`config.mk`:
```
export PLATFORM = sky130hd
export DESIGN_NAME = ahb_sram8_bridge
export DESIGN_NICKNAME = d
export VERILOG_FILES = /design/src/rtl/ahb_pkg.sv /design/src/rtl/ahb_sram8_bridge.sv
export SDC_FILE = /design/constraint.sdc
export NUM_CORES = 1
export LEC_CHECK = 0
export ABC_AREA = 1
export CORE_ASPECT_RATIO = 0.5
export CORE_UTILIZATION = 41
export DETAILED_ROUTE_END_ITERATION = 12
export DONT_BUFFER_PORTS = 1
export HOLD_SLACK_MARGIN = 0.1
export SKIP_CTS_REPAIR_TIMING = 1
export SLEW_MARGIN = 5
export SYNTH_ARGS = -nofsm -noshare
export SYNTH_HDL_FRONTEND = slang
export SYNTH_SLANG_ARGS = --single-unit
```
`constraint.sdc`:
```
create_clock -name clk -period 3.1 [get_ports clk]
set_clock_uncertainty 0.2 [all_clocks]
set_input_delay 0.93 -clock clk [delete_from_list [all_inputs] [get_ports clk]]
set_output_delay 0.93 -clock clk [all_outputs]
set_load 0.01 [all_outputs]
```
`src/rtl/ahb_pkg.sv`:
```
// ----------------------------------------------------------------------------
// ahb_pkg
//   Shared AHB-Lite encodings used by the AHB slaves in this MCU, plus the
//   state encoding of the byte-serialising SRAM bridge (ahb_sram8_bridge).
//   No ports: this is a package only.
// ----------------------------------------------------------------------------
package ahb_pkg;

    // Transfer type (htrans)
    localparam logic [1:0] HTRANS_IDLE   = 2'b00;
    localparam logic [1:0] HTRANS_BUSY   = 2'b01;
    localparam logic [1:0] HTRANS_NONSEQ = 2'b10;
    localparam logic [1:0] HTRANS_SEQ    = 2'b11;

    // Transfer size (hsize)
    localparam logic [2:0] HSIZE_BYTE = 3'd0;
    localparam logic [2:0] HSIZE_HALF = 3'd1;
    localparam logic [2:0] HSIZE_WORD = 3'd2;

    // Slave response (hresp)
    localparam logic HRESP_OKAY  = 1'b0;
    localparam logic HRESP_ERROR = 1'b1;

    // Bridge FSM states
    typedef enum logic [2:0] {
        ST_IDLE,     // no data phase in progress
        ST_WR,       // issuing one SRAM byte write per cycle
        ST_RD,       // issuing one SRAM byte read per cycle
        ST_RD_LAST,  // capturing the final read byte, transfer completes
        ST_ERR1,     // first ERROR cycle (hreadyout low)
        ST_ERR2      // second ERROR cycle (hreadyout high)
    } bridge_state_e;

endpackage

```
`src/rtl/ahb_sram8_bridge.sv`:
```
// ----------------------------------------------------------------------------
// ahb_sram8_bridge
//   AHB-Lite slave in front of the byte-wide 2 KB single-port SRAM wrapper.
//   Each 8/16/32-bit AHB transfer is serialised into one SRAM byte access per
//   cycle; wait states are inserted until the last byte is done.  Misaligned
//   or oversized transfers get a two-cycle ERROR with no SRAM access.
//
// Ports
//   clk, rstn            clock, asynchronous active-low reset
//   hsel .. hready       AHB-Lite address/data phase inputs
//   hreadyout, hresp     slave ready and response
//   hrdata               read data (little-endian byte lanes)
//   sram_cs / sram_wen   SRAM chip select (high) / write enable (low)
//   sram_addr/sram_data  SRAM byte address and write data
//   sram_q               SRAM read data, valid one cycle after a read access
// ----------------------------------------------------------------------------
module ahb_sram8_bridge
    import ahb_pkg::*;
#(
    parameter int ADDR_WIDTH  = 11,
    parameter int HDATA_WIDTH = 32
) (
    input  logic                   clk,
    input  logic                   rstn,
    input  logic                   hsel,
    input  logic [31:0]            haddr,
    input  logic [1:0]             htrans,
    input  logic                   hwrite,
    input  logic [2:0]             hsize,
    input  logic [HDATA_WIDTH-1:0] hwdata,
    input  logic                   hready,
    output logic                   hreadyout,
    output logic                   hresp,
    output logic [HDATA_WIDTH-1:0] hrdata,
    output logic                   sram_cs,
    output logic                   sram_wen,
    output logic [ADDR_WIDTH-1:0]  sram_addr,
    output logic [7:0]             sram_data,
    input  logic [7:0]             sram_q
);

    bridge_state_e             state_q, state_d;
    logic [ADDR_WIDTH-1:0]     base_q, base_d;
    logic [1:0]                k_q, k_d;        // byte counter within the transfer
    logic [1:0]                last_q, last_d;  // N-1
    logic [HDATA_WIDTH-1:0]    hrdata_q, hrdata_d;

    logic                  accept;
    logic                  req_err;
    logic                  done;
    logic [ADDR_WIDTH-1:0] byte_addr;
    logic [1:0]            lane;
    logic [1:0]            lane_prev;
    logic                  unused_bits;

    assign accept  = hsel & htrans[1] & hready;
    assign req_err = (hsize > HSIZE_WORD)
                   | ((hsize == HSIZE_HALF) & haddr[0])
                   | ((hsize == HSIZE_WORD) & (haddr[1:0] != 2'b00));

    // Addresses wrap modulo 2^ADDR_WIDTH; the lane follows the wrapped address.
    assign byte_addr = base_q + ADDR_WIDTH'(k_q);
    assign lane      = byte_addr[1:0];
    // Lane of the read issued one cycle earlier, whose data is on sram_q now.
    assign lane_prev = lane - 2'd1;

    assign unused_bits = ^{haddr[31:ADDR_WIDTH], htrans[0]};

    // SRAM address is decoded from registered state only, never from haddr.
    assign sram_addr = byte_addr;

    // The final read byte comes straight from sram_q in the completing
    // cycle, so hrdata shows the next-state value rather than the flop.
    assign hrdata = hrdata_d;

    always_comb begin
        // NOTE: every signal gets a default before the case so that no path
        // leaves it unassigned, which would otherwise infer a latch.
        state_d   = state_q;
        base_d    = base_q;
        k_d       = k_q;
        last_d    = last_q;
        hrdata_d  = hrdata_q;
        hreadyout = 1'b1;
        hresp     = HRESP_OKAY;
        sram_cs   = 1'b0;
        sram_wen  = 1'b1;
        sram_data = 8'h00;
        done      = 1'b0;

        unique case (state_q)
            ST_IDLE: done = 1'b1;
            ST_WR: begin
                sram_cs   = 1'b1;
                sram_wen  = 1'b0;
                // AHB holds hwdata stable through wait states, so no copy is kept.
                sram_data = hwdata[{lane, 3'b000} +: 8];
                k_d       = k_q + 2'd1;
                if (k_q == last_q) done = 1'b1;
                else               hreadyout = 1'b0;
            end
            ST_RD: begin
                sram_cs   = 1'b1;
                hreadyout = 1'b0;
                k_d       = k_q + 2'd1;
                if (k_q != 2'd0) hrdata_d[{lane_prev, 3'b000} +: 8] = sram_q;
                if (k_q == last_q) state_d = ST_RD_LAST;
            end
            ST_RD_LAST: begin
                hrdata_d[{lane_prev, 3'b000} +: 8] = sram_q;
                done = 1'b1;
            end
            ST_ERR1: begin
                hreadyout = 1'b0;
                hresp     = HRESP_ERROR;
                state_d   = ST_ERR2;
            end
            ST_ERR2: begin
                hresp = HRESP_ERROR;
                done  = 1'b1;
            end
            default: state_d = ST_IDLE;
        endcase

        // A new address phase is only taken in a cycle that ends a data phase
        // (or in IDLE); it is decoded here and starts issuing next cycle.
        if (done) begin
            if (accept) begin
                base_d = haddr[ADDR_WIDTH-1:0];
                k_d    = 2'd0;
                unique case (hsize)
                    HSIZE_HALF: last_d = 2'd1;
                    HSIZE_WORD: last_d = 2'd3;
                    default:    last_d = 2'd0;
                endcase
                if (req_err)     state_d = ST_ERR1;
                else if (hwrite) state_d = ST_WR;
                else             state_d = ST_RD;
            end else begin
                state_d = ST_IDLE;
            end
        end
    end

    // NOTE: state flops use non-blocking assignments so every flop samples
    // the pre-edge values regardless of statement order.
    always_ff @(posedge clk or negedge rstn) begin
        if (!rstn) begin
            state_q  <= ST_IDLE;
            base_q   <= '0;
            k_q      <= 2'd0;
            last_q   <= 2'd0;
            hrdata_q <= '0;
        end else begin
            state_q  <= state_d;
            base_q   <= base_d;
            k_q      <= k_d;
            last_q   <= last_d;
            hrdata_q <= hrdata_d;
        end
    end

endmodule
```
==> results.py <==
metrics = {
    "status": {
        "status": "finished with violations",
        "violations": "setup timing",
    },
    "grt": {
        "grt_max_degree": 51,
        "grt.total_usage_pct": 19.5,
        "antenna_found_initial": 0,
        "grt_pass1_wl_um": 10200,
        "grt_overflow": 0,
        "grt_pass1_vias": 2124,
    },
    "yosys": {
        "syn_area_sq_um": 2690,
        "syn_nets": 422,
        "async_flop_share_pct": 100,
        "synth_seq_area_share_pct": 46.5,
        "ys.flop_type": "dfrtp_1",
        "ys_types": 29,
        "postSynthAreaPerCell_sq_um": 8.03,
        "yosysWarnings": 0,
        "syn_inst": 335,
        "synth-edff-count": 0,
        "synth-seq-cells": 50,
    },
    "power_and_ir_drop": {
        "p_leak_nw": 1.62,
        "power.ir.vdd_worst_mv": 0.599,
        "p_per_area_nw_per_um2": 1330,
        "power.total_mw": 4.89,
    },
    "place": {
        "pre_cts_ws_ns": -0.102,
        "port_buffers": 0,
        "gp_congestion": 0.842,
        "placed_cells": 435,
        "detailedPlacementHpwl_um": 4900,
    },
    "setup_path": {
        "cp.required_ns": 1.97,
        "cp_max_fo": 16,
        "arrival_ns": 2.35,
        "end_kind": "primary output",
        "cp-endpoint": "hrdata[1]",
        "crit_start": "k_q[0]$_DFF_PN0_",
        "start_kind": "flip-flop",
        "r2r_end": "hrdata_q[1]$_DFF_PN0_",
        "rr_startpoint": "k_q[0]$_DFF_PN0_",
        "rr_worst_depth": 8,
        "rrSetupSlack_ns": 0.70,
        "path_class": "reg -> out",
    },
    "detailed_routing": {
        "viasPerCell": 5.33,
        "vias": 2423,
        "avgRoutedWirePerCell_um": 15.6,
        "routed_wl_um": 7120,
        "dr.pass1.iters": 5,
        "ant_nets": 0,
        "remaining_drc_errors": 0,
        "first_iter_violations": 128,
    },
    "cts": {
        "clock-sinks": 50,
        "clockBufferDepth": 2,
        "insertion_delay_ns": 0.28,
        "htree_num_levels": 2,
        "cts_made_buffers": 5,
        "cts.reportedPaths.clkPinSlew_ns": 0.07,
        "cts_tree": "yes",
        "clockRootBuffer": "clkbuf_16",
    },
    "timing": {
        "report.final.setup_viol": 40,
        "setup_slack_ns": -0.381,
        "timing.slew.headroom_pct": 71.9,
        "max_freq_mhz": 287,
        "fin_crit_sh_pct": 112,
        "fin_setup_tns_ns": -10.67,
        "worst_pin_slew_ns": 0.417,
        "rsz0062_at_grt": "true",
        "fin_crit_ns": 3.48,
        "slew_viol_final": 0,
        "finalHoldViolCount": 0,
    },
    "cells_and_area": {
        "fin_nets": 454,
        "fin_cells": 455,
        "drive_gt1_share_pct": 32.4,
        "final_cell_mix": "nand2_1, dfrtp_1, inv_1, o21ai_0, buf_4",
        "utilization_pct": 59.2,
        "antenna_cells": 0,
        "area_growth_pct": 36.4,
        "final_common_cell": "nand2_1",
        "fillCellCount": 544,
    },
    "die": {
        "coreArea_sq_um": 6210,
        "die_x_um": 117,
        "dieArea_sq_um": 6910,
        "row_count": 20,
        "die_height_um": 59.3,
        "start_util_pct": 43.4,
        "num_io_pins": 137,
    },
    "min_path": {
        "hp-class": "in -> async",
    },
    "job": {
        "maxCapViolCount": 0,
    },
}
==> cells in the mapped netlist, types with 4 or more instances <==
cell type / instances / area share, %
a21oi_1: 8 / 1.5
a22oi_1: 4 / 1.1
a31oi_1: 4 / 0.93
buf_6: 4 / 1.7
clkbuf_1: 4 / 0.56
dfrtp_1: 50 / 46
ha_1: 4 / 1.9
inv_1: 38 / 5.3
inv_2: 4 / 0.56
nand2_1: 67 / 9.3
nand3_1: 11 / 2.0
nand4_1: 4 / 0.93
nor2_1: 27 / 3.8
o21ai_0: 48 / 8.9
o21ai_1: 31 / 5.8
xnor2_1: 4 / 1.3
xor2_1: 6 / 2.0
==> cell families after synthesis <==
logic type      after synthesis  synth area share [%]
fa+ha+maj                     5                  2.60
xor+xnor                     10                  3.25
buf+inv                      55                  9.16
flops                        50                  46.5
compound gates               98                  19.5
simple gates                117                  19.0
==> critical path: stages (launching register included) <==
cell and delay [ns]:
dfrtp_1 0.35, ha_2 0.19, inv_2 0.04, fa_2 0.54, buf_4 0.15, nand2_2 0.10
buf_12 0.17, o21ai_0 0.37, o21ai_4 0.14
==> cell type report <==
cell class / count / area (sq um) / area share (%)
tap: 88 / 110 / 3.00
inverter: 43 / 174 / 4.74
multi-input combinational: 230 / 1620 / 44.0
clock inverter: 2 / 38.8 / 1.06
timing repair buffer: 37 / 357 / 9.71
sequential: 50 / 1250 / 34.1
clock buffer: 5 / 125 / 3.41
==> worst min path at each step <==
stage | start | to | cells after the start
floorplan | base_q[0]$_DFFE_PN0P_ | base_q[0]$_DFFE_PN0P_ | 2
global placement | hrdata_q[7]$_DFF_PN0_ | hrdata_q[7]$_DFF_PN0_ | 2
detailed placement | hrdata_q[14]$_DFF_PN0_ | hrdata_q[14]$_DFF_PN0_ | 2
CTS | rstn | hrdata_q[13]$_DFF_PN0_ | 0
global route | rstn | hrdata_q[13]$_DFF_PN0_ | 0
finish | rstn | hrdata_q[7]$_DFF_PN0_ | 0
==> power by group <==
part	leakage, nW	switching [mW]	internal (mW)
registers	0.568	0.148	0.930
clock network	0.0799	0.237	0.378
logic	0.968	1.93	1.27
total	1.62	2.31	2.57
==> per-stage QoR <==
step                      hold slack [ns]  instance area (sq um)
after floorplan                     0.267                   2810
after global routing                0.109                   3670
after CTS                           0.117                   3190
after global placement              0.295                   3030
after detailed placement            0.307                   3030
final                               0.126                   3670
==> state kept, by name, indices dropped and copies added, names as in the netlist <==
register,count
hrdata_q,32
base_q,11
state_q,3
k_q,2
last_q,2
==> routing by layer <==
metal	share of wire, %	vias up	GRT usage [%]	routed length [um]
met5	0	-	0	0
met4	0.59	0	3.80	42
met3	7.3	4	7.16	517
met2	48	69	29.9	3430
met1	44	1178	26.6	3130
li1	-	1172	-	-
(Power assumes the default switching activity.)
